--- config.mk ---
export PLATFORM = sky130hd
export DESIGN_NAME = ara_eoc_monitor
export DESIGN_NICKNAME = d
export VERILOG_FILES = /design/src/rtl/ara_eoc_monitor.sv
export SDC_FILE = /design/constraint.sdc
export NUM_CORES = 1
export LEC_CHECK = 0
export CAP_MARGIN = 5
export CORE_MARGIN = 8
export CORE_UTILIZATION = 49
export CTS_CLUSTER_SIZE = 20
export DETAILED_ROUTE_END_ITERATION = 7
export PLACE_DENSITY = 0.83
export RECOVER_POWER = 100
export SLEW_MARGIN = 20
export SYNTH_ARGS = -nofsm -noshare
export SYNTH_HDL_FRONTEND = slang
export SYNTH_SLANG_ARGS = --single-unit
--- constraint.sdc ---
create_clock -name clk_i -period 6.2 [get_ports clk_i]
set_input_delay 0.62 -clock clk_i [delete_from_list [all_inputs] [get_ports clk_i]]
set_output_delay 0.62 -clock clk_i [all_outputs]
set_load 0.02 [all_outputs]
--- src/rtl/ara_eoc_monitor.sv ---
// ara_eoc_monitor: end-of-computation monitor for multi-core Ara harnesses.
// Watches one tohost word per channel, counts RUN cycles and resolves a
// registered pass/fail verdict with fixed priority:
//   nonzero code (lowest channel first) > all channels passed > timeout.
// Optional watchdog: define ARA_EOC_WATCHDOG_EN to enable the timeout path.
// Ports:
//   clk_i, rst_ni   clock, asynchronous active-low reset
//   start_i         start a measurement (IDLE only)
//   clear_i         synchronous return to IDLE, wins over start_i
//   exit_i          per channel 64-bit word: bit 0 valid, [63:1] exit code
//   done_o          verdict available
//   pass_o, fail_o  exclusive verdict in DONE
//   timeout_o       watchdog expired (implies fail_o)
//   exit_code_o     code of the failing channel (0 on pass/timeout)
//   fail_chan_o     index of the failing channel
//   chan_done_o     sticky per-channel exit flags
//   cycles_o        saturating count of cycles spent in RUN
module ara_eoc_monitor #(
  parameter int unsigned  NrChannels    = 1,
  parameter int unsigned  CntWidth      = 64,
  parameter logic [31:0]  TimeoutCycles = 32'd1_000_000,
  localparam int unsigned ChanW         = (NrChannels > 1) ? $clog2(NrChannels) : 1
) (
  input  logic                     clk_i,
  input  logic                     rst_ni,
  input  logic                     start_i,
  input  logic                     clear_i,
  input  logic [NrChannels*64-1:0] exit_i,
  output logic                     done_o,
  output logic                     pass_o,
  output logic                     fail_o,
  output logic                     timeout_o,
  output logic [62:0]              exit_code_o,
  output logic [ChanW-1:0]         fail_chan_o,
  output logic [NrChannels-1:0]    chan_done_o,
  output logic [CntWidth-1:0]      cycles_o
);

  localparam int unsigned CodeW = 63;
  // Watchdog compare width wide enough that neither operand gets truncated.
  localparam int unsigned CmpW  = (CntWidth > 32) ? CntWidth : 32;

  typedef enum logic [1:0] {
    StIdle = 2'd0,
    StRun  = 2'd1,
    StDone = 2'd2
  } state_e;

  state_e                state_q, state_d;
  logic                  done_q, done_d;
  logic                  pass_q, pass_d;
  logic                  fail_q, fail_d;
  logic                  timeout_q, timeout_d;
  logic [CodeW-1:0]      code_q, code_d;
  logic [ChanW-1:0]      fchan_q, fchan_d;
  logic [NrChannels-1:0] chan_done_q, chan_done_d;
  logic [CntWidth-1:0]   cnt_q, cnt_d;

  logic                  wd_expire;
  logic [NrChannels-1:0] new_valid;
  logic                  hit;
  logic [CodeW-1:0]      hit_code;
  logic [ChanW-1:0]      hit_chan;

`ifdef ARA_EOC_WATCHDOG_EN
  // Expiry on the edge whose pre-increment count is TimeoutCycles-1.
  assign wd_expire = (CmpW'(cnt_q) == CmpW'(TimeoutCycles - 32'd1));
`else
  logic unused_timeout;
  assign unused_timeout = ^TimeoutCycles;
  assign wd_expire      = 1'b0;
`endif

  // First valid cycle of each channel; already-exited channels are ignored.
  always_comb begin
    new_valid = '0;
    hit       = 1'b0;
    hit_code  = '0;
    hit_chan  = '0;
    for (int c = 0; c < NrChannels; c++) begin
      new_valid[c] = exit_i[64*c] & ~chan_done_q[c];
    end
    // Scan downward so the lowest failing channel wins.
    for (int c = NrChannels - 1; c >= 0; c--) begin
      if (new_valid[c] && (exit_i[64*c+1 +: CodeW] != '0)) begin
        hit      = 1'b1;
        hit_code = exit_i[64*c+1 +: CodeW];
        hit_chan = ChanW'(c);
      end
    end
  end

  // Next-state and verdict logic.
  always_comb begin
    state_d     = state_q;
    done_d      = done_q;
    pass_d      = pass_q;
    fail_d      = fail_q;
    timeout_d   = timeout_q;
    code_d      = code_q;
    fchan_d     = fchan_q;
    chan_done_d = chan_done_q;
    cnt_d       = cnt_q;

    unique case (state_q)
      StIdle: begin
        if (start_i) begin
          state_d     = StRun;
          done_d      = 1'b0;
          pass_d      = 1'b0;
          fail_d      = 1'b0;
          timeout_d   = 1'b0;
          code_d      = '0;
          fchan_d     = '0;
          chan_done_d = '0;
          cnt_d       = '0;
        end
      end
      StRun: begin
        cnt_d       = (cnt_q == {CntWidth{1'b1}}) ? cnt_q : cnt_q + CntWidth'(1);
        chan_done_d = chan_done_q | new_valid;
        if (hit) begin
          state_d = StDone;
          done_d  = 1'b1;
          fail_d  = 1'b1;
          code_d  = hit_code;
          fchan_d = hit_chan;
        end else if (&chan_done_d) begin
          state_d = StDone;
          done_d  = 1'b1;
          pass_d  = 1'b1;
        end else if (wd_expire) begin
          state_d   = StDone;
          done_d    = 1'b1;
          fail_d    = 1'b1;
          timeout_d = 1'b1;
        end
      end
      StDone: begin
      end
      default: state_d = StIdle;
    endcase

    if (clear_i) begin
      state_d     = StIdle;
      done_d      = 1'b0;
      pass_d      = 1'b0;
      fail_d      = 1'b0;
      timeout_d   = 1'b0;
      code_d      = '0;
      fchan_d     = '0;
      chan_done_d = '0;
      cnt_d       = '0;
    end
  end

  always_ff @(posedge clk_i or negedge rst_ni) begin
    if (!rst_ni) begin
      state_q     <= StIdle;
      done_q      <= 1'b0;
      pass_q      <= 1'b0;
      fail_q      <= 1'b0;
      timeout_q   <= 1'b0;
      code_q      <= '0;
      fchan_q     <= '0;
      chan_done_q <= '0;
      cnt_q       <= '0;
    end else begin
      state_q     <= state_d;
      done_q      <= done_d;
      pass_q      <= pass_d;
      fail_q      <= fail_d;
      timeout_q   <= timeout_d;
      code_q      <= code_d;
      fchan_q     <= fchan_d;
      chan_done_q <= chan_done_d;
      cnt_q       <= cnt_d;
    end
  end

  assign done_o      = done_q;
  assign pass_o      = pass_q;
  assign fail_o      = fail_q;
  assign timeout_o   = timeout_q;
  assign exit_code_o = code_q;
  assign fail_chan_o = fchan_q;
  assign chan_done_o = chan_done_q;
  assign cycles_o    = cnt_q;

endmodule

==> results_tabular.tex <==
\begin{tabular}{lr}
\hline
Metric & Value \\
\hline
\multicolumn{2}{l}{\textbf{Finish}} \\
\quad Utilization of the core after routing & 69.7\% \\
\quad Final layout net count & 903 \\
\quad Fraction of layout instances using a drive strength above 1 & 6.85\% \\
\quad Area of all placed cells without fillers & 9160 um\^{}2 \\
\quad Area growth from synthesis to layout & 40.3\% \\
\quad Count of non-filler cells in the finished layout & 1024 \\
\multicolumn{2}{l}{\textbf{Timing}} \\
\quad Final count of pins violating max slew & 101 \\
\quad Post-route fraction of the period consumed by the critical path & 70.0\% \\
\quad RSZ-0062 raised after global routing & no \\
\quad Final hold violation count & 0 \\
\quad PnR worst setup slack & 1.86 ns \\
\quad Setup TNS & 0 ns \\
\quad Clock tree skew after final layout & 0.00754 ns \\
\quad Maximum frequency from static timing analysis & 231 MHz \\
\quad Hold WS & 0.244 ns \\
\quad Actual slew at the worst max-slew pin & 2.87 ns \\
\quad Max-slew headroom & -91.5\% \\
\quad Total setup violations reported at the end of the flow & 0 \\
\quad Post-layout min period & 4.34 ns \\
\multicolumn{2}{l}{\textbf{Floorplanning}} \\
\quad Starting utilization of the core area & 49.7\% \\
\quad Number of top-level pins & 201 \\
\quad Standard-cell row count & 42 \\
\quad Die Span Y & 131 um \\
\quad Width of the die & 131 um \\
\quad Die ar. & 17300 um\^{}2 \\
\quad Floorplan Core Area & 13100 um\^{}2 \\
\multicolumn{2}{l}{\textbf{Global route}} \\
\quad Antenna violations before repair & 1 \\
\quad Wire length of the first global-routing pass & 35.1 mm \\
\quad Via count of the first global-routing pass & 6350 \\
\quad Global Route Usage Sum & 25.1\% \\
\quad Total congestion overflow after global routing & 0 \\
\quad Pin count of the biggest net entering global routing & 83 \\
\multicolumn{2}{l}{\textbf{Clocking}} \\
\quad CTS clk-pin slew, worst paths & 0.05 ns \\
\quad Maximum number of buffers from clock root to sink & 2 \\
\quad CTS HTree Levels & 4 \\
\quad Root Buffer Master & sky130\_fd\_sc\_hd\_\_clkbuf\_16 \\
\quad Clock latency on the worst-skew pair & 0.42 ns \\
\quad Total clock sinks & 133 \\
\quad Number of gates resized after cts & 0 \\
\quad Cts hold-fix bufs & 0 \\
\quad CTS tree & built \\
\quad TritonCTS Buffers & 17 \\
\quad Post CTS Setup Buffer Count & 0 \\
\multicolumn{2}{l}{\textbf{Synthesis}} \\
\quad Number of cells produced by synthesis & 655 \\
\quad Top-area cell type share of the netlist area & 51.0\% \\
\quad Share of synthesized registers carrying an async set or reset & 100\% \\
\quad Sequential area share after synthesis & 51.0\% \\
\quad Number of warnings printed during yosys synthesis & 0 \\
\quad Prevailing post-synth register cell & sky130\_fd\_sc\_hd\_\_dfrtp\_1 \\
\quad Most common cell in the netlist & sky130\_fd\_sc\_hd\_\_dfrtp\_1 \\
\quad Most area-consuming cells after synthesis & sky130\_fd\_sc\_hd\_\_dfrtp\_1, sky130\_fd\_sc\_hd\_\_a22o\_1, sky130\_fd\_sc\_hd\_\_o21ai\_0 \\
\quad Yosys top cell by area & sky130\_fd\_sc\_hd\_\_dfrtp\_1 \\
\quad Number of enable-type register cells in the synthesized netlist & 0 \\
\quad Total standard cell area after synthesis & 6530 um\^{}2 \\
\quad Post-synthesis average cell area & 9.97 um\^{}2 \\
\quad \#FFs+latches synth & 133 \\
\quad Post-synth top cells & sky130\_fd\_sc\_hd\_\_dfrtp\_1, sky130\_fd\_sc\_hd\_\_a22o\_1, sky130\_fd\_sc\_hd\_\_o21ai\_0, sky130\_fd\_sc\_hd\_\_nand2\_1, sky130\_fd\_sc\_hd\_\_nand3\_1 \\
\quad Count of cell types in the netlist & 63 \\
\multicolumn{2}{l}{\textbf{Power}} \\
\quad Switching power total & 497 uW \\
\quad Power, Total & 2.08 mW \\
\quad Internal power component & 1.58 mW \\
\quad Share of total power in the clock network & 47.7\% \\
\quad Relative contribution of sequential cells to total power & 43.0\% \\
\quad Lkg Pwr & 4.11 nW \\
\quad Gate power share & 9.3\% \\
\quad VDD IR max & 0.221 mV \\
\quad Net switching share of the total power & 23.9\% \\
\quad Power per Cell Area & 227 nW/um\^{}2 \\
\multicolumn{2}{l}{\textbf{Route}} \\
\quad Vias after detailed routing & 6410 \\
\quad WL per Instance & 21.4 um \\
\quad DRC errors left & 0 \\
\quad Detailed-router iteration count before antenna repair & 6 \\
\quad Violation count after the first detailed-routing iteration & 917 \\
\quad Number of nets with antenna violations after detailed routing & 0 \\
\quad Routed wire length & 21.9 mm \\
\quad Average via count per standard cell & 6.26 \\
\multicolumn{2}{l}{\textbf{Setup path}} \\
\quad Terminus of the critical flop-to-flop path & exit\_code\_o[60]\$\_DFFE\_PN0P\_ \\
\quad Category of the worst setup path launch point & input port \\
\quad Critical Path End Type & flip-flop \\
\quad Endpoint required time on the critical path & 6.55 ns \\
\quad Arr. time, crit path & 4.69 ns \\
\quad Critical path start-end classification & in -> reg \\
\quad Worst setup slack for register-to-register paths & 2.57 ns \\
\quad Worst reg2reg path depth & 6 \\
\quad Worst-path fanout max & 47 \\
\quad Launching point of the worst reg2reg path & state\_q[0]\$\_DFFE\_PN0P\_ \\
\multicolumn{2}{l}{\textbf{Worst hold path}} \\
\quad Classification of the worst-slack hold path & in -> async \\
\multicolumn{2}{l}{\textbf{Place}} \\
\quad Cell Area, Placed & 8580 um\^{}2 \\
\quad Detailed-placement wirelength estimate & 15.6 mm \\
\quad Worst setup slack after placement & 2.66 ns \\
\quad Placed Instances & 991 \\
\quad IO Port Bufs & 198 \\
\quad GPL Wtd Cong & 0.873 \\
\multicolumn{2}{l}{\textbf{Run status}} \\
\quad Status & finished, violations left \\
\quad Violated checks & capacitance limit, slew limit \\
\multicolumn{2}{l}{\textbf{Run}} \\
\quad Max-Cap Viols & 2 \\
\hline
\end{tabular}
==> layer usage <==
metal / wire, um / up-vias / track usage (%)
met1: 8510 / 3136 / 30.9
met3: 1720 / 54 / 6.75
met2: 11100 / 332 / 41.4
met4: 631 / 0 / 9.76
li1: - / 2888 / -
met5: 0 / - / 0
==> registers in the layout (all words and copies together), names as in the netlist <==
name         flops
exit_code_o     63
done_o           1
cycles_o        64
state_q          2
pass_o           1
fail_o           1
chan_done_o      1
==> power by group through the flow <==
stage / clock (mW) / sequential [mW] / combinational, mW
6_report: 0.991 / 0.894 / 0.193
5_1_grt: 1.04 / 0.896 / 0.207
4_1_cts: 0.998 / 0.895 / 0.200
3_5_place_dp: 0 / 0.910 / 0.199
3_3_place_gp: 0 / 0.909 / 0.195
2_1_floorplan: 0 / 0.926 / 0.0640
==> logic make-up after synthesis <==
kind of cell,Yosys count,synth area share [%]
AND/OR/NAND/NOR,259,22.7
AO/OA/AOI/OAI,204,21.2
flip-flops,133,51.0
buffers and inverters,47,3.43
XOR/XNOR,6,0.805
multiplexers,4,0.613
adder cells (fa/ha/maj),1,0.192
other,1,0.0574
==> final cells by class <==
class,instances,area (um^2)
fill,953,3980
sequential,133,3330
multi-input combinational,476,3000
timing repair buffer,203,2010
clock buffer,24,482
tap,176,220
clock inverter,8,98.8
inverter,3,11.3
antenna,1,2.50
==> worst max-delay path, stage by stage <==
cell and delay [ns]:
sky130_fd_sc_hd__dlygate4sd3_1 0.57, sky130_fd_sc_hd__nor4_1 0.41, sky130_fd_sc_hd__nand4_1 0.15, sky130_fd_sc_hd__nor4_1 0.38
sky130_fd_sc_hd__nor3b_1 0.17, sky130_fd_sc_hd__o21ai_4 0.43, sky130_fd_sc_hd__clkbuf_1 1.59, sky130_fd_sc_hd__a22o_1 0.36
==> how the worst max path moves through the flow <==
| stage | from | end | slack (ns) | depth (start not counted) |
|---|---|---|---|---|
| after floorplan | exit_i[49] | exit_code_o[12]$_DFFE_PN0P_ | 3.95 | 7 |
| after CTS | cycles_o[43]$_DFFE_PN0P_ | cycles_o[55]$_DFFE_PN0P_ | 3.08 | 6 |
| after global placement | clear_i | cycles_o[35]$_DFFE_PN0P_ | 2.77 | 8 |
| after detailed placement | clear_i | cycles_o[35]$_DFFE_PN0P_ | 2.66 | 8 |
| final | exit_i[49] | exit_code_o[60]$_DFFE_PN0P_ | 1.86 | 8 |
| after global routing | exit_i[49] | exit_code_o[61]$_DFFE_PN0P_ | 1.62 | 8 |
==> cells in the final DEF, fill, tap and decap left out, drive strengths merged, types with 7 or more instances in the layout <==
cell,instances
dlygate4sd3,134
a31oi,9
and3,14
nor2,40
nand2,50
o31ai,18
a21oi,25
o211ai,8
nor3,17
clkdlybuf4s50,63
or3,7
dfrtp,133
nand3,46
nor4,32
clkbuf,26
o21ai,68
nand4,27
a22o,63
and4,8
No activity file was read; power rests on OpenSTA's default activity.
